<file path="config.mk">
export PLATFORM = sky130hd
export DESIGN_NAME = cpu_control_unit_flat
export DESIGN_NICKNAME = d
export VERILOG_FILES = /design/src/rtl/cpu_control_unit_if.sv /design/src/rtl/cpu_control_unit.sv /design/src/flat_wrapper.sv
export SDC_FILE = /design/constraint.sdc
export NUM_CORES = 1
export LEC_CHECK = 0
export ABC_AREA = 1
export BUFFER_PORTS_ARGS = -buffer_cell sky130_fd_sc_hd__buf_2
export CAP_MARGIN = 30
export CORE_MARGIN = 5
export CORE_UTILIZATION = 49
export DETAILED_ROUTE_END_ITERATION = 7
export GPL_TIMING_DRIVEN = 0
export PLACE_DENSITY = 0.86
export SLEW_MARGIN = 20
export SYNTH_ARGS = -nofsm -noshare
export SYNTH_HDL_FRONTEND = slang
export SYNTH_SLANG_ARGS = --single-unit
</file>
<file path="constraint.sdc">
create_clock -name clk -period 2.9 [get_ports clk]
set_input_delay 0.29 -clock clk [delete_from_list [all_inputs] [get_ports clk]]
set_output_delay 0.29 -clock clk [all_outputs]
set_load 0.05 [all_outputs]
</file>
<file path="src/rtl/cpu_control_unit_if.sv">
// Strobe/handshake bundle between cpu_control_unit (master) and DataPath (slave).
// mem_rdy exists only when CTRL_MEM_WAIT_EN is defined.
interface cpu_control_unit_if #(
  parameter int OPW = 5,
  parameter int IRW = 32
);
  logic [IRW-1:0] IR;
  logic           CON;
`ifdef CTRL_MEM_WAIT_EN
  logic           mem_rdy;
`endif
  logic PCout, Zlowout, Zhighout, MDRout;
  logic MARin, Zin, PCin, MDRin, IRin, Yin, IncPC;
  logic Read, Write;
  logic Gra, Grb, Grc, Rin, Rout, BAout, Cout;
  logic LOin, HIin, CONin;
  logic [OPW-1:0] Operator;
  logic           run;
  logic [4:0]     state_dbg;

  modport master (
    input  IR, CON,
`ifdef CTRL_MEM_WAIT_EN
    input  mem_rdy,
`endif
    output PCout, Zlowout, Zhighout, MDRout,
    output MARin, Zin, PCin, MDRin, IRin, Yin, IncPC,
    output Read, Write,
    output Gra, Grb, Grc, Rin, Rout, BAout, Cout,
    output LOin, HIin, CONin,
    output Operator, run, state_dbg
  );

  modport slave (
    output IR, CON,
`ifdef CTRL_MEM_WAIT_EN
    output mem_rdy,
`endif
    input  PCout, Zlowout, Zhighout, MDRout,
    input  MARin, Zin, PCin, MDRin, IRin, Yin, IncPC,
    input  Read, Write,
    input  Gra, Grb, Grc, Rin, Rout, BAout, Cout,
    input  LOin, HIin, CONin,
    input  Operator, run, state_dbg
  );
endinterface

</file>
<file path="src/rtl/cpu_control_unit.sv">
// Hardwired Moore fetch/execute sequencer driving DataPath strobes.
// Optional CTRL_MEM_WAIT_EN: Read/Write states stall until mem_rdy.
//
//   state  | meaning
//   RST    | in clear, all strobes low, run low
//   T0..T2 | common fetch
//   T3..T7 | execute step, decoded from IR[31:27]
//   HALT   | halted until clear
module cpu_control_unit #(
  parameter int OPW = 5,
  parameter int IRW = 32
) (
  input logic                clk,
  input logic                clear,
  cpu_control_unit_if.master bus
);

  typedef enum logic [4:0] {
    S_RST  = 5'd0,
    S_T0   = 5'd1,
    S_T1   = 5'd2,
    S_T2   = 5'd3,
    S_T3   = 5'd4,
    S_T4   = 5'd5,
    S_T5   = 5'd6,
    S_T6   = 5'd7,
    S_T7   = 5'd8,
    S_HALT = 5'd9
  } state_e;

  typedef struct packed {
    logic           pc_out, zlo_out, zhi_out, mdr_out;
    logic           mar_in, z_in, pc_in, mdr_in, ir_in, y_in, inc_pc;
    logic           read, write;
    logic           gra, grb, grc, r_in, r_out, ba_out, c_out;
    logic           lo_in, hi_in, con_in;
    logic           br_pc;
    logic [OPW-1:0] alu_op;
    logic           run;
  } ctrl_t;

  localparam logic [OPW-1:0] OP_LD   = OPW'(0);
  localparam logic [OPW-1:0] OP_LDI  = OPW'(1);
  localparam logic [OPW-1:0] OP_ST   = OPW'(2);
  localparam logic [OPW-1:0] OP_ADD  = OPW'(3);
  localparam logic [OPW-1:0] OP_AND  = OPW'(10);
  localparam logic [OPW-1:0] OP_OR   = OPW'(11);
  localparam logic [OPW-1:0] OP_ADDI = OPW'(12);
  localparam logic [OPW-1:0] OP_ANDI = OPW'(13);
  localparam logic [OPW-1:0] OP_ORI  = OPW'(14);
  localparam logic [OPW-1:0] OP_MUL  = OPW'(15);
  localparam logic [OPW-1:0] OP_DIV  = OPW'(16);
  localparam logic [OPW-1:0] OP_NEG  = OPW'(17);
  localparam logic [OPW-1:0] OP_NOT  = OPW'(18);
  localparam logic [OPW-1:0] OP_BR   = OPW'(19);
  localparam logic [OPW-1:0] OP_JR   = OPW'(20);
  localparam logic [OPW-1:0] OP_HALT = OPW'(27);

  state_e         state_q, state_d;
  ctrl_t          ctrl_q, ctrl_d;
  logic [OPW-1:0] opcode;
  logic           unused_ir;

  assign opcode    = bus.IR[IRW-1 -: OPW];
  assign unused_ir = ^bus.IR[IRW-OPW-1:0];

  // Final execute state per instruction class; anything unlisted ends after fetch.
  function automatic state_e last_state(input logic [OPW-1:0] op);
    state_e s;
    if (op == OP_JR)                                           s = S_T3;
    else if (op == OP_NEG || op == OP_NOT)                     s = S_T4;
    else if ((op >= OP_ADD && op <= OP_ORI) || op == OP_LDI)   s = S_T5;
    else if (op == OP_MUL || op == OP_DIV || op == OP_BR)      s = S_T6;
    else if (op == OP_LD || op == OP_ST)                       s = S_T7;
    else                                                       s = S_T2;
    return s;
  endfunction

  function automatic ctrl_t decode(input state_e s, input logic [OPW-1:0] op);
    ctrl_t c;
    logic  r_alu, i_alu, un_alu, md, mem, is_br, is_jr;
    c      = '0;
    r_alu  = (op >= OP_ADD) && (op <= OP_OR);
    i_alu  = (op >= OP_ADDI) && (op <= OP_ORI);
    un_alu = (op == OP_NEG) || (op == OP_NOT);
    md     = (op == OP_MUL) || (op == OP_DIV);
    mem    = (op == OP_LD) || (op == OP_LDI) || (op == OP_ST);
    is_br  = (op == OP_BR);
    is_jr  = (op == OP_JR);
    c.run  = (s != S_RST) && (s != S_HALT);
    case (s)
      S_T0: begin c.pc_out = 1'b1; c.mar_in = 1'b1; c.inc_pc = 1'b1; c.z_in = 1'b1; end
      S_T1: begin c.zlo_out = 1'b1; c.pc_in = 1'b1; c.read = 1'b1; c.mdr_in = 1'b1; end
      S_T2: begin c.mdr_out = 1'b1; c.ir_in = 1'b1; end
      S_T3: begin
        if (r_alu || i_alu) begin c.grb = 1'b1; c.r_out = 1'b1; c.y_in = 1'b1; end
        else if (un_alu)    begin c.grb = 1'b1; c.r_out = 1'b1; c.z_in = 1'b1; c.alu_op = op; end
        else if (md)        begin c.gra = 1'b1; c.r_out = 1'b1; c.y_in = 1'b1; end
        else if (mem)       begin c.grb = 1'b1; c.ba_out = 1'b1; c.y_in = 1'b1; end
        else if (is_br)     begin c.gra = 1'b1; c.r_out = 1'b1; c.con_in = 1'b1; end
        else if (is_jr)     begin c.gra = 1'b1; c.r_out = 1'b1; c.pc_in = 1'b1; end
      end
      S_T4: begin
        if (r_alu)       begin c.grc = 1'b1; c.r_out = 1'b1; c.z_in = 1'b1; c.alu_op = op; end
        else if (i_alu) begin
          c.c_out  = 1'b1;
          c.z_in   = 1'b1;
          c.alu_op = (op == OP_ADDI) ? OP_ADD : (op == OP_ANDI) ? OP_AND : OP_OR;
        end
        else if (un_alu) begin c.zlo_out = 1'b1; c.gra = 1'b1; c.r_in = 1'b1; end
        else if (md)     begin c.grb = 1'b1; c.r_out = 1'b1; c.z_in = 1'b1; c.alu_op = op; end
        else if (mem)    begin c.c_out = 1'b1; c.z_in = 1'b1; c.alu_op = OP_ADD; end
        else if (is_br)  begin c.pc_out = 1'b1; c.y_in = 1'b1; end
      end
      S_T5: begin
        if (r_alu || i_alu || op == OP_LDI) begin c.zlo_out = 1'b1; c.gra = 1'b1; c.r_in = 1'b1; end
        else if (md)    begin c.zlo_out = 1'b1; c.lo_in = 1'b1; end
        else if (mem)   begin c.zlo_out = 1'b1; c.mar_in = 1'b1; end
        else if (is_br) begin c.c_out = 1'b1; c.z_in = 1'b1; c.alu_op = OP_ADD; end
      end
      S_T6: begin
        if (md)                begin c.zhi_out = 1'b1; c.hi_in = 1'b1; end
        else if (op == OP_LD)  begin c.read = 1'b1; c.mdr_in = 1'b1; end
        else if (op == OP_ST)  begin c.gra = 1'b1; c.r_out = 1'b1; c.mdr_in = 1'b1; end
        else if (is_br)        begin c.zlo_out = 1'b1; c.br_pc = 1'b1; end
      end
      S_T7: begin
        if (op == OP_LD)      begin c.mdr_out = 1'b1; c.gra = 1'b1; c.r_in = 1'b1; end
        else if (op == OP_ST) c.write = 1'b1;
      end
      default: ;
    endcase
    return c;
  endfunction

  always_comb begin
    state_d = state_q;
    case (state_q)
      S_RST:  state_d = S_T0;
      S_HALT: state_d = S_HALT;
      S_T2: begin
        if (opcode == OP_HALT)               state_d = S_HALT;
        else if (last_state(opcode) == S_T2) state_d = S_T0;
        else                                 state_d = S_T3;
      end
      default: begin
        if (state_q == last_state(opcode)) state_d = S_T0;
        else                               state_d = state_e'(state_q + 5'd1);
      end
    endcase
`ifdef CTRL_MEM_WAIT_EN
    if (!bus.mem_rdy && ((state_q == S_T1) ||
                         (state_q == S_T6 && opcode == OP_LD) ||
                         (state_q == S_T7 && opcode == OP_ST)))
      state_d = state_q;
`endif
    ctrl_d = decode(state_d, opcode);
  end

  always_ff @(posedge clk) begin
    if (clear) begin
      state_q <= S_RST;
      ctrl_q  <= '0;
    end else begin
      state_q <= state_d;
      ctrl_q  <= ctrl_d;
    end
  end

  // The branch target load waits for CON as seen during T6 itself.
  assign bus.PCin      = ctrl_q.pc_in | (ctrl_q.br_pc & bus.CON);
  assign bus.PCout     = ctrl_q.pc_out;
  assign bus.Zlowout   = ctrl_q.zlo_out;
  assign bus.Zhighout  = ctrl_q.zhi_out;
  assign bus.MDRout    = ctrl_q.mdr_out;
  assign bus.MARin     = ctrl_q.mar_in;
  assign bus.Zin       = ctrl_q.z_in;
  assign bus.MDRin     = ctrl_q.mdr_in;
  assign bus.IRin      = ctrl_q.ir_in;
  assign bus.Yin       = ctrl_q.y_in;
  assign bus.IncPC     = ctrl_q.inc_pc;
  assign bus.Read      = ctrl_q.read;
  assign bus.Write     = ctrl_q.write;
  assign bus.Gra       = ctrl_q.gra;
  assign bus.Grb       = ctrl_q.grb;
  assign bus.Grc       = ctrl_q.grc;
  assign bus.Rin       = ctrl_q.r_in;
  assign bus.Rout      = ctrl_q.r_out;
  assign bus.BAout     = ctrl_q.ba_out;
  assign bus.Cout      = ctrl_q.c_out;
  assign bus.LOin      = ctrl_q.lo_in;
  assign bus.HIin      = ctrl_q.hi_in;
  assign bus.CONin     = ctrl_q.con_in;
  assign bus.Operator  = ctrl_q.alu_op;
  assign bus.run       = ctrl_q.run;
  assign bus.state_dbg = state_q;

endmodule

</file>
<file path="src/flat_wrapper.sv">
// flat-port wrapper written by rule: the top's interface ports become plain ports
module cpu_control_unit_flat 
#(
  parameter int OPW = 5,
  parameter int IRW = 32
)
  (clk, clear, bus_IR, bus_CON, bus_PCout, bus_Zlowout, bus_Zhighout, bus_MDRout, bus_MARin, bus_Zin, bus_PCin, bus_MDRin, bus_IRin, bus_Yin, bus_IncPC, bus_Read, bus_Write, bus_Gra, bus_Grb, bus_Grc, bus_Rin, bus_Rout, bus_BAout, bus_Cout, bus_LOin, bus_HIin, bus_CONin, bus_Operator, bus_run, bus_state_dbg);
  cpu_control_unit_if #(.OPW(OPW), .IRW(IRW)) bus_i ();
  input logic clk;
  input logic clear;
  input wire logic [$bits(bus_i.IR)-1:0] bus_IR;
  input wire logic [$bits(bus_i.CON)-1:0] bus_CON;
  output wire logic [$bits(bus_i.PCout)-1:0] bus_PCout;
  output wire logic [$bits(bus_i.Zlowout)-1:0] bus_Zlowout;
  output wire logic [$bits(bus_i.Zhighout)-1:0] bus_Zhighout;
  output wire logic [$bits(bus_i.MDRout)-1:0] bus_MDRout;
  output wire logic [$bits(bus_i.MARin)-1:0] bus_MARin;
  output wire logic [$bits(bus_i.Zin)-1:0] bus_Zin;
  output wire logic [$bits(bus_i.PCin)-1:0] bus_PCin;
  output wire logic [$bits(bus_i.MDRin)-1:0] bus_MDRin;
  output wire logic [$bits(bus_i.IRin)-1:0] bus_IRin;
  output wire logic [$bits(bus_i.Yin)-1:0] bus_Yin;
  output wire logic [$bits(bus_i.IncPC)-1:0] bus_IncPC;
  output wire logic [$bits(bus_i.Read)-1:0] bus_Read;
  output wire logic [$bits(bus_i.Write)-1:0] bus_Write;
  output wire logic [$bits(bus_i.Gra)-1:0] bus_Gra;
  output wire logic [$bits(bus_i.Grb)-1:0] bus_Grb;
  output wire logic [$bits(bus_i.Grc)-1:0] bus_Grc;
  output wire logic [$bits(bus_i.Rin)-1:0] bus_Rin;
  output wire logic [$bits(bus_i.Rout)-1:0] bus_Rout;
  output wire logic [$bits(bus_i.BAout)-1:0] bus_BAout;
  output wire logic [$bits(bus_i.Cout)-1:0] bus_Cout;
  output wire logic [$bits(bus_i.LOin)-1:0] bus_LOin;
  output wire logic [$bits(bus_i.HIin)-1:0] bus_HIin;
  output wire logic [$bits(bus_i.CONin)-1:0] bus_CONin;
  output wire logic [$bits(bus_i.Operator)-1:0] bus_Operator;
  output wire logic [$bits(bus_i.run)-1:0] bus_run;
  output wire logic [$bits(bus_i.state_dbg)-1:0] bus_state_dbg;
  assign bus_i.IR = bus_IR;
  assign bus_i.CON = bus_CON;
  assign bus_PCout = bus_i.PCout;
  assign bus_Zlowout = bus_i.Zlowout;
  assign bus_Zhighout = bus_i.Zhighout;
  assign bus_MDRout = bus_i.MDRout;
  assign bus_MARin = bus_i.MARin;
  assign bus_Zin = bus_i.Zin;
  assign bus_PCin = bus_i.PCin;
  assign bus_MDRin = bus_i.MDRin;
  assign bus_IRin = bus_i.IRin;
  assign bus_Yin = bus_i.Yin;
  assign bus_IncPC = bus_i.IncPC;
  assign bus_Read = bus_i.Read;
  assign bus_Write = bus_i.Write;
  assign bus_Gra = bus_i.Gra;
  assign bus_Grb = bus_i.Grb;
  assign bus_Grc = bus_i.Grc;
  assign bus_Rin = bus_i.Rin;
  assign bus_Rout = bus_i.Rout;
  assign bus_BAout = bus_i.BAout;
  assign bus_Cout = bus_i.Cout;
  assign bus_LOin = bus_i.LOin;
  assign bus_HIin = bus_i.HIin;
  assign bus_CONin = bus_i.CONin;
  assign bus_Operator = bus_i.Operator;
  assign bus_run = bus_i.run;
  assign bus_state_dbg = bus_i.state_dbg;
  cpu_control_unit #(.OPW(OPW), .IRW(IRW)) u_core (.clk(clk), .clear(clear), .bus(bus_i));
endmodule
</file>
==> results of run 1 <==
[worst register-to-register path: cells and delay by family (launching register included)]
family | cells | cell delay (ns)
AOI/OAI and AO/OA | 3 | 0.41
buffers and inverters | 3 | 0.35
DFF | 1 | 0.48
adders and majority gates | 1 | 0.21
and+or+nand+nor | 9 | 0.87
[cell usage in the layout, fill, tap and decap left out, drive strengths merged, types with 2 or more instances in the layout]
master  count
o21bai      2
nor3        3
o22ai       2
nand4       6
nor2       44
xor2        2
nor4        2
nand2      59
ha          3
o21ai      11
clkbuf      7
dfxtp      34
buf        50
a21oi       4
nand3      44
inv        38
[power groups by stage]
stage / registers (mW) / clock network, mW / logic, mW
floorplan: 0.604 / 0 / 0.168
global placement: 0.514 / 0 / 0.328
detailed placement: 0.515 / 0 / 0.331
CTS: 0.504 / 0.371 / 0.333
global route: 0.507 / 0.389 / 0.363
finish: 0.504 / 0.365 / 0.335
[cell usage after synthesis]
master	instances
nand3_1	38
nor2b_1	1
a21oi_2	2
buf_2	3
ha_1	3
inv_2	4
o22ai_1	2
nand2_2	6
a211oi_1	1
buf_4	6
buf_6	1
nand2_4	1
nand3_2	6
a31oi_1	1
nor3_1	3
nand2_1	52
a21o_1	1
a41oi_1	1
nor2_1	32
dfxtp_1	34
o21ai_2	1
nor2_2	8
o21ai_0	6
o31ai_1	1
a21oi_1	2
xor2_1	2
nand4_1	6
nor4_1	2
nor2_4	4
clkbuf_1	1
o21bai_1	2
inv_1	34
o21ai_1	4
[routing by layer]
layer,part of all wire,vias to the layer above
met4,0.021,0
met5,0,-
met1,0.42,838
met2,0.49,66
met3,0.067,10
li1,-,960
[metrics by stage]
stage / cells / hold slack, ns / cell area [sq um] / setup slack (ns)
2_1_floorplan: 271 / 0.3909 / 1886 / 0.3700
3_3_place_gp: 359 / 0.5851 / 2146 / 0.4338
3_5_place_dp: 359 / 0.5729 / 2146 / 0.3329
4_1_cts: 367 / 0.2704 / 2241 / 0.4591
5_1_grt: 367 / 0.2867 / 2241 / 0.1862
6_report: 367 / 0.2767 / 2241 / 0.4295
[layout make-up]
type	instances	area, sq um
plain buffers	11	75.07
clock buffers	6	82.58
clock inverters	2	12.51
fillers	348	1448
inverters	38	142.6
multi-input cells	188	987.2
flip-flops and latches	34	680.7
well taps	48	60.06
repair buffers	40	200.2
[worst max-delay path by stage]
| stage | slack, ns | startpoint | to | cells after the start |
|---|---|---|---|---|
| after floorplan | 0.37 | u_core.bus.state_dbg[0] | u_core.bus.Gra | 16 |
| after global placement | 0.43 | bus_IR[31] | u_core.bus.Zin | 17 |
| after detailed placement | 0.33 | bus_IR[31] | u_core.bus.Operator[0] | 17 |
| after CTS | 0.46 | u_core.bus.state_dbg[0] | u_core.bus.Operator[4] | 16 |
| after global routing | 0.19 | u_core.bus.state_dbg[0] | u_core.bus.Operator[4] | 16 |
| final | 0.43 | u_core.bus.state_dbg[0] | u_core.bus.Operator[4] | 16 |
[logic make-up after synthesis]
logic type / synth area share
and+or+nand+nor: 0.4141
buffers and inverters: 0.1155
DFF: 0.3610
xor gates and xnor gates: 0.009292
AOI/OAI and AO/OA: 0.08030
adders and majority gates: 0.01991
==> metrics.cfg, run 1 <==
[layout]
nets=356
drive_gt1_frac=0.2821
syn_to_final_growth_pct=18.85
utilization=0.6075
insertedDiodeCount=0

[floorplan]
fp-row-count=22
start_util=0.5112
die_h_um=72.03
num_io_pins=69
core_area_sq_um=3689
fp.dieW_um=72.03
dieArea_sq_um=5188

[global_route]
grt.overflow.total=0
grtUsageMet3=0.03463
grt.busiest_layer=met2
met1_usage=0.2334
met2_usage=0.3296
antenna_found_initial=0
grt_max_degree=12
grt_pass1_wl_um=7872
grt_pass1_vias=1795
grt.total_usage=0.1891

[detailed_routing]
routed_via_density=5.106
totalWireLength_um=4701
drt_iter0_drc=166
ant_nets=0
dr.pass1.iters=4
num_vias=1874
drc=0
post_drt_wl_per_cell_um=12.81

[setup_path]
arrival_ns=2.65
r2r_cells=16
crit_type=flop to flop
cp_max_fo=10
worstSetupStartpointType=flop
worstPathBufferInverterCount=3
rrSetupSlack_ns=0.43
rr_startpoint=u_core.bus.state_dbg[0]
end_kind=flop
crit_chain=inv_1 > ha_1 > nand3_1 > nand2_1 > nor2_1 > inv_1 > a21oi_1 > o21ai_0 > o21bai_1 > nand3_1 > nor2_4 > buf_6 > nand3_1 > nand2_1 > nand2_1 > nor2_1
r2r-end=u_core.bus.Operator[4]
cp_top_family=simple AND/OR/NAND/NOR gates
cpMaxStageDelayCell=dfxtp_1
max_stage_delay_ns=0.48
cp.required_ns=3.08

[logic_synthesis]
synthCells=271
synth_area_leaders=dfxtp_1, nand2_1, nand3_1
synth_area_sq_um=1886
synth_seq_cells=34
syn_area_per_cell_sq_um=6.958
yosysTopAreaCell=dfxtp_1
yosys.area.top_type_share=0.3610
synthDistinctLibCells=33
synth_nets=309
ys_seq_area_frac=0.3610
yosys_warnings=0

[clock_tree]
holdBufCountCts=0
h-tree-depth=2
insertion_delay_ns=0.29
tritoncts=yes
cts_setup_buffers=0
cts.sinks=34
cts_buffers=5
max-clock-path-buffers=2
clk_pin_slew_ns=0.08
clockRootBuffer=clkbuf_8
ctsResizeCount=0

[power]
p_sw_mw=0.4388
pwr-share-clk=0.303
irDropWorstVdd_mv=0.3174
leakage_nw=1.230
combPwrFrac=0.278
p_per_area_nw_per_um2=537.4
pwr-share-seq=0.419
swShare=0.3644
internal_power_mw=0.7655
finalPower_mw=1.204

[sta]
setup_violations=0
fin_crit_sh=0.8519
fmax_mhz=404.8
finalMaxSlewViolations=0
hold_viol_final=0
slew_headroom=0.6322
fin_crit_ns=2.471
tightest_slew_ns=0.5517
grt_setup_unrepaired=no
final.setup.tns_ns=0
skew_ns=0.01292

[status]
status=finished, final reports clean

[min_path]
hold_class=primary input to flop
hold_depth=2
worstHoldEndpoint=u_core.bus.Read
hold_start=bus_IR[28]

[placed_design]
portBuffers=40
dp.final_hpwl_um=3641
gp_congestion=0.9155

[run]
drv_cap=0

Power figures use the tool's default switching activity.
==> run 2, diff against run 1 <==
GPL_TIMING_DRIVEN = 1   (was 0)
==> metrics.cfg, run 2 (synthesized netlist as in run 1, its figures left out) <==
[setup_path]
r2r-end=u_core.bus.Gra  ; was u_core.bus.Operator[4]
worstSetupStartpointType=flop  ; unchanged
arrival_ns=2.69  ; was 2.65 ns
r2r_cells=16  ; unchanged
cp.required_ns=3.07  ; was 3.08 ns
rr_startpoint=u_core.bus.state_dbg[0]  ; unchanged
rrSetupSlack_ns=0.38  ; was 0.43 ns
cp_max_fo=11  ; was 10
crit_type=flop to flop  ; unchanged
end_kind=flop  ; unchanged

[run]
drv_cap=0  ; unchanged

[layout]
fin_cells=359  ; was 367
stdcell_area_sq_um=2186  ; was 2241 sq um
drive_gt1_frac=0.2669  ; was 0.2821
final_cell_mix=nand2_1, buf_2, nand3_1  ; unchanged
nets=348  ; was 356
insertedDiodeCount=0  ; unchanged
final_common_cell=nand2_1  ; unchanged
syn_to_final_growth_pct=15.93  ; was 18.85%

[detailed_routing]
totalWireLength_um=4461  ; was 4701 um
post_drt_wl_per_cell_um=12.43  ; was 12.81 um
num_vias=1828  ; was 1874
routed_via_density=5.092  ; was 5.106
drt_iter0_drc=164  ; was 166
drc=0  ; unchanged
dr.pass1.iters=4  ; unchanged
ant_nets=0  ; unchanged

[sta]
fmax_mhz=396.8  ; was 404.8 MHz
hold_viol_final=0  ; unchanged
setup_violations=0  ; unchanged
setup_ws_ns=0.3800  ; was 0.4295 ns
slew_headroom=0.7134  ; was 0.6322
finalMaxSlewViolations=0  ; unchanged
fin_crit_sh=0.8690  ; was 0.8519
tightest_slew_ns=0.4294  ; was 0.5517 ns
skew_ns=0.01273  ; was 0.01292 ns
final.setup.tns_ns=0  ; unchanged
grt_setup_unrepaired=no  ; unchanged
fin_crit_ns=2.520  ; was 2.471 ns

[status]
status=finished, final reports clean  ; unchanged

[min_path]
hold_start=bus_IR[29]  ; was bus_IR[28]
hold_depth=3  ; was 2
worstHoldEndpoint=u_core.bus.Operator[2]  ; was u_core.bus.Read
hold_class=primary input to flop  ; unchanged

[global_route]
grt.total_usage=0.1848  ; was 0.1891
grt_pass1_vias=1715  ; was 1795
antenna_found_initial=0  ; unchanged
grt.overflow.total=0  ; unchanged
grt_max_degree=14  ; was 12
grt_pass1_wl_um=7645  ; was 7872 um

[floorplan]
start_util=0.5112  ; unchanged
dieArea_sq_um=5188  ; unchanged
fp.dieW_um=72.03  ; unchanged
fp-row-count=22  ; unchanged
die_h_um=72.03  ; unchanged
core_area_sq_um=3689  ; unchanged
num_io_pins=69  ; unchanged

[power]
p_per_area_nw_per_um2=547.5  ; was 537.4 nW/um^2
finalPower_mw=1.197  ; was 1.204 mW
irDropWorstVdd_mv=0.2568  ; was 0.3174 mV
leakage_nw=1.191  ; was 1.230 nW

[clock_tree]
max-clock-path-buffers=2  ; unchanged
cts_setup_buffers=0  ; unchanged
tritoncts=yes  ; unchanged
ctsResizeCount=0  ; unchanged
holdBufCountCts=0  ; unchanged
clk_pin_slew_ns=0.08  ; about the same
cts.sinks=34  ; unchanged
clockRootBuffer=clkbuf_8  ; unchanged
h-tree-depth=2  ; unchanged
cts_buffers=5  ; unchanged
insertion_delay_ns=0.29  ; about the same

[placed_design]
gp_congestion=0.9326  ; was 0.9155
pre_cts_slack_ns=0.2964  ; was 0.3329 ns
portBuffers=41  ; was 40
placedCellCount=351  ; was 359
dpl_cell_area_sq_um=2091  ; was 2146 sq um
dp.final_hpwl_um=3490  ; was 3641 um

run 2: worst max path at each step:
stage                            startpoint                 to  slack, ns  cells after the start
floorplan           u_core.bus.state_dbg[0]     u_core.bus.Gra       0.37                     16
CTS                 u_core.bus.state_dbg[0]     u_core.bus.Gra       0.42                     16
global placement                 bus_IR[31]  u_core.ctrl_q[23]       0.37                     13
finish              u_core.bus.state_dbg[0]     u_core.bus.Gra       0.38                     16
global route        u_core.bus.state_dbg[0]  u_core.ctrl_q[23]       0.13                     14
detailed placement               bus_IR[29]  u_core.ctrl_q[23]       0.30                     13
run 2: cell type report:
type                    count  area (sq um)
well taps                  48         60.06
fillers                   348          1503
clock inverters             2         12.51
inverters                  38         142.6
multi-input cells         188         987.2
flip-flops and latches     34         680.7
repair buffers             43         220.2
clock buffers               6         82.58
run 2: worst max-delay path, stage by stage (launching register included):
cell	delay, ns
dfxtp_1	0.49
inv_1	0.13
ha_1	0.21
nand3_1	0.10
nand2_1	0.05
nor2_1	0.22
inv_1	0.10
a21oi_1	0.11
o21ai_0	0.12
o21bai_1	0.18
nand3_1	0.12
nor2_4	0.09
buf_4	0.16
nand3_1	0.09
nand3_1	0.10
nor2_1	0.10
nor2_1	0.04
run 2: layer usage:
metal,wire length (um),part of all wire,up-vias,track usage
met5,0,0,-,0
met4,142,0.032,0,0.09603
met3,354,0.079,16,0.04017
met2,2079,0.47,86,0.3020
met1,1885,0.42,783,0.2275
li1,-,-,943,-
run 2: per-stage QoR:
stage | utilization | hold WS, ns
after floorplan | - | 0.3909
after CTS | 0.5926 | 0.2870
after detailed placement | 0.5668 | 0.5827
final | 0.5926 | 0.2893
after global routing | 0.5926 | 0.2847
after global placement | 0.5668 | 0.5856
run 2: power breakdown:
part,switching [mW],total (mW),internal (mW),leakage (nW)
Clock,0.171,0.362,0.191,0.0472
Sequential,0.0126,0.506,0.493,0.276
Combinational,0.249,0.329,0.0795,0.867
==> run 3, diff against run 2 <==
ABC_AREA = default   (was 1)
BUFFER_PORTS_ARGS = default   (was -buffer_cell sky130_fd_sc_hd__buf_2)
CORE_UTILIZATION = 52   (was 49)
DONT_BUFFER_PORTS = 1   (was default)
PLACE_DENSITY = 0.74   (was 0.86)
==> metrics.cfg, run 3 <==
[layout]
final_common_cell=dfxtp_1  ; was nand2_1
insertedDiodeCount=0  ; unchanged
final_cell_mix=dfxtp_1, nor2_1, nand2_1  ; was nand2_1, buf_2, nand3_1
fin_cells=297  ; was 359
drive_gt1_frac=0.1566  ; was 0.2669
nets=286  ; was 348
syn_to_final_growth_pct=7.352  ; was 15.93%
fill_cells=342  ; was 348

[placed_design]
gp_congestion=0.9501  ; was 0.9326
portBuffers=0  ; was 41
placedCellCount=289  ; was 351
dp.final_hpwl_um=3804  ; was 3490 um

[logic_synthesis]
synthDistinctLibCells=60  ; was 33
synth_edf_count=0  ; unchanged
synth_seq_cells=34  ; unchanged
synth_area_leaders=dfxtp_1, nor2_1, nand2_1  ; was dfxtp_1, nand2_1, nand3_1
synth_nets=284  ; was 309
syn_area_per_cell_sq_um=8.163  ; was 6.958 sq um
yosys_warnings=0  ; unchanged
yosysTopAreaCell=dfxtp_1  ; unchanged
synth-async-reset-ratio=0  ; unchanged
synth_ff_type=dfxtp_1  ; unchanged
yosys.area.top_type_share=0.3389  ; was 0.3610
ys_seq_area_frac=0.3389  ; was 0.3610
synth_common_cells=dfxtp_1, nor2_1, nand2_1  ; was nand2_1, nand3_1, dfxtp_1, inv_1, nor2_1
synth_area_sq_um=2008  ; was 1886 sq um
yosys.cell_count.top_type=dfxtp_1  ; was nand2_1
synthCells=246  ; was 271

[detailed_routing]
ant_nets=0  ; unchanged
drt_iter0_drc=142  ; was 164
drc=0  ; unchanged
totalWireLength_um=5132  ; was 4461 um
routed_via_density=6.239  ; was 5.092
num_vias=1853  ; was 1828
post_drt_wl_per_cell_um=17.28  ; was 12.43 um
dr.pass1.iters=4  ; unchanged

[setup_path]
worstSetupStartpointType=flop  ; unchanged
cp_max_fo=6  ; was 11
max_stage_delay_ns=0.68  ; was 0.49 ns
cp.required_ns=3.14  ; was 3.07 ns
rrSetupSlack_ns=0.26  ; was 0.38 ns
rr_startpoint=u_core.bus.state_dbg[1]  ; was u_core.bus.state_dbg[0]
crit_chain=ha_1 > nand2b_1 > or4b_2 > o41a_1 > nand2_1 > nand4_1 > a21oi_1 > and2_1  ; was inv_1 > ha_1 > nand3_1 > nand2_1 > nor2_1 > inv_1 > a21oi_1 > o21ai_0 > o21bai_1 > nand3_1 > nor2_4 > buf_4 > nand3_1 > nand3_1 > nor2_1 > nor2_1
arrival_ns=2.88  ; was 2.69 ns
end_kind=flop  ; unchanged
r2r_cells=8  ; was 16
cpMaxStageDelayCell=or4b_2  ; was dfxtp_1
r2r-end=u_core.bus.Operator[4]  ; was u_core.bus.Gra
crit_type=flop to flop  ; unchanged

[power]
pwr-share-clk=0.227  ; was 0.302
irDropWorstVdd_mv=0.2958  ; was 0.2568 mV
p_per_area_nw_per_um2=755.7  ; was 547.5 nW/um^2
leakage_nw=0.7910  ; was 1.191 nW
combPwrFrac=0.341  ; was 0.275
internal_power_mw=0.9144  ; was 0.7635 mW
pwr-share-seq=0.433  ; was 0.423
swShare=0.4387  ; was 0.3621
p_sw_mw=0.7148  ; was 0.4333 mW

[status]
status=finished, final reports clean  ; unchanged

[sta]
fmax_mhz=378.7  ; was 396.8 MHz
fin_crit_sh=0.9105  ; was 0.8690
finalMaxSlewViolations=0  ; unchanged
tightest_slew_ns=0.9408  ; was 0.4294 ns
final.setup.tns_ns=0  ; unchanged
hold_viol_final=0  ; unchanged
fin_crit_ns=2.640  ; was 2.520 ns
grt_setup_unrepaired=no  ; unchanged
slew_headroom=0.3720  ; was 0.7134
setup_violations=0  ; unchanged
skew_ns=0.007607  ; was 0.01273 ns

[global_route]
antenna_found_initial=0  ; unchanged
grt_pass1_wl_um=8611  ; was 7645 um
grt.overflow.total=0  ; unchanged
grt_max_degree=24  ; was 14
grt_pass1_vias=1689  ; was 1715
grt.total_usage=0.2100  ; was 0.1848

[clock_tree]
clockRootBuffer=clkbuf_8  ; unchanged
ctsResizeCount=0  ; unchanged
cts.sinks=34  ; unchanged
insertion_delay_ns=0.30  ; was 0.29 ns
h-tree-depth=2  ; unchanged
holdBufCountCts=0  ; unchanged
cts_setup_buffers=0  ; unchanged
tritoncts=yes  ; unchanged
max-clock-path-buffers=2  ; unchanged
cts_buffers=5  ; unchanged
clk_pin_slew_ns=0.08  ; about the same

[min_path]
worstHoldEndpoint=u_core.bus.state_dbg[2]  ; was u_core.bus.Operator[2]
hold_class=primary input to flop  ; unchanged
hold_start=clear  ; was bus_IR[29]
hold_depth=1  ; was 3

[floorplan]
start_util=0.5444  ; was 0.5112
num_io_pins=69  ; unchanged
fp.dieW_um=72.15  ; was 72.03 um
die_h_um=72.15  ; was 72.03 um
fp-row-count=22  ; unchanged
core_area_sq_um=3689  ; unchanged
dieArea_sq_um=5205  ; was 5188 sq um

[run]
drv_cap=0  ; unchanged

[run 3: cell count changes in the layout (fill, tap and decap cells not counted), sizes merged, moves of 4 or more]
cell    before  now
nand2b       0    4
o21ai       11   15
xnor2        0    5
nand2       59   23
nand3       44   10
and2         0    7
inv         38    8
buf         43   15
nor2        44   27
a21oi        4   13
a31oi        1    5
[run 3: per-stage QoR]
stage	setup slack (ns)	utilization	hold slack, ns	cell area [sq um]	total power, mW
after floorplan	0.01672	-	0.5290	2013	1.117
after global placement	0.2496	0.5587	0.3553	2061	1.263
after detailed placement	0.2752	0.5587	0.3616	2061	1.262
after CTS	0.2686	0.5845	0.05548	2156	1.629
after global routing	0.003721	0.5845	0.05417	2156	1.718
final	0.2595	0.5845	0.05868	2156	1.629
[run 3: area by class of cell]
cell class              instances  area (sq um)  share of cell area
repair buffers                 15         112.6             0.05223
clock inverters                 2         12.51            0.005804
multi-input cells             184          1174              0.5444
clock buffers                   6         82.58             0.03831
flip-flops and latches         34         684.4              0.3175
well taps                      48         60.06             0.02786
inverters                       8         30.03             0.01393
[run 3: logic make-up (layout without fill, tap and decap cells)]
family                   after synthesis  after routing  share of synthesized area
AO/OA/AOI/OAI                         67             67                     0.2455
XOR/XNOR                               7              7                    0.03053
adder cells (fa/ha/maj)                3              3                    0.01869
buffers and inverters                 28             31                    0.07663
flip-flops                            34             34                     0.3389
multiplexers                           1              1                   0.004985
AND/OR/NAND/NOR                      106            106                     0.2847
[run 3: worst max-delay path by stage]
stage	start	to	slack (ns)	cells after the start
global placement	u_core.bus.state_dbg[0]	u_core.bus.Operator[1]	0.25	10
detailed placement	bus_IR[29]	u_core.bus.PCout	0.28	7
CTS	u_core.bus.state_dbg[1]	u_core.bus.Operator[4]	0.27	8
finish	u_core.bus.state_dbg[1]	u_core.bus.Operator[4]	0.26	8
floorplan	u_core.bus.state_dbg[1]	u_core.bus.Operator[0]	0.02	10
global route	u_core.bus.state_dbg[0]	u_core.bus.Operator[4]	0.004	8
[run 3: worst max-delay path: cells and delay by family (launching register included)]
| family | cells | cell delay, ns |
|---|---|---|
| adders and majority gates | 1 | 0.30 |
| and+or+nand+nor | 5 | 1.38 |
| AOI/OAI and AO/OA | 2 | 0.47 |
| DFF | 1 | 0.42 |
[run 3: routing by layer]
layer / track usage / share of wire
met5: 0 / 0
met4: 0.1044 / 0.019
met3: 0.04986 / 0.098
met2: 0.3124 / 0.46
met1: 0.2823 / 0.42
[run 3: power by group through the flow]
stage | Sequential [mW] | Combinational (mW) | Clock, mW
floorplan | 0.736 | 0.382 | 0
global route | 0.713 | 0.614 | 0.391
CTS | 0.708 | 0.547 | 0.374
finish | 0.705 | 0.555 | 0.369
detailed placement | 0.718 | 0.544 | 0
global placement | 0.714 | 0.549 | 0
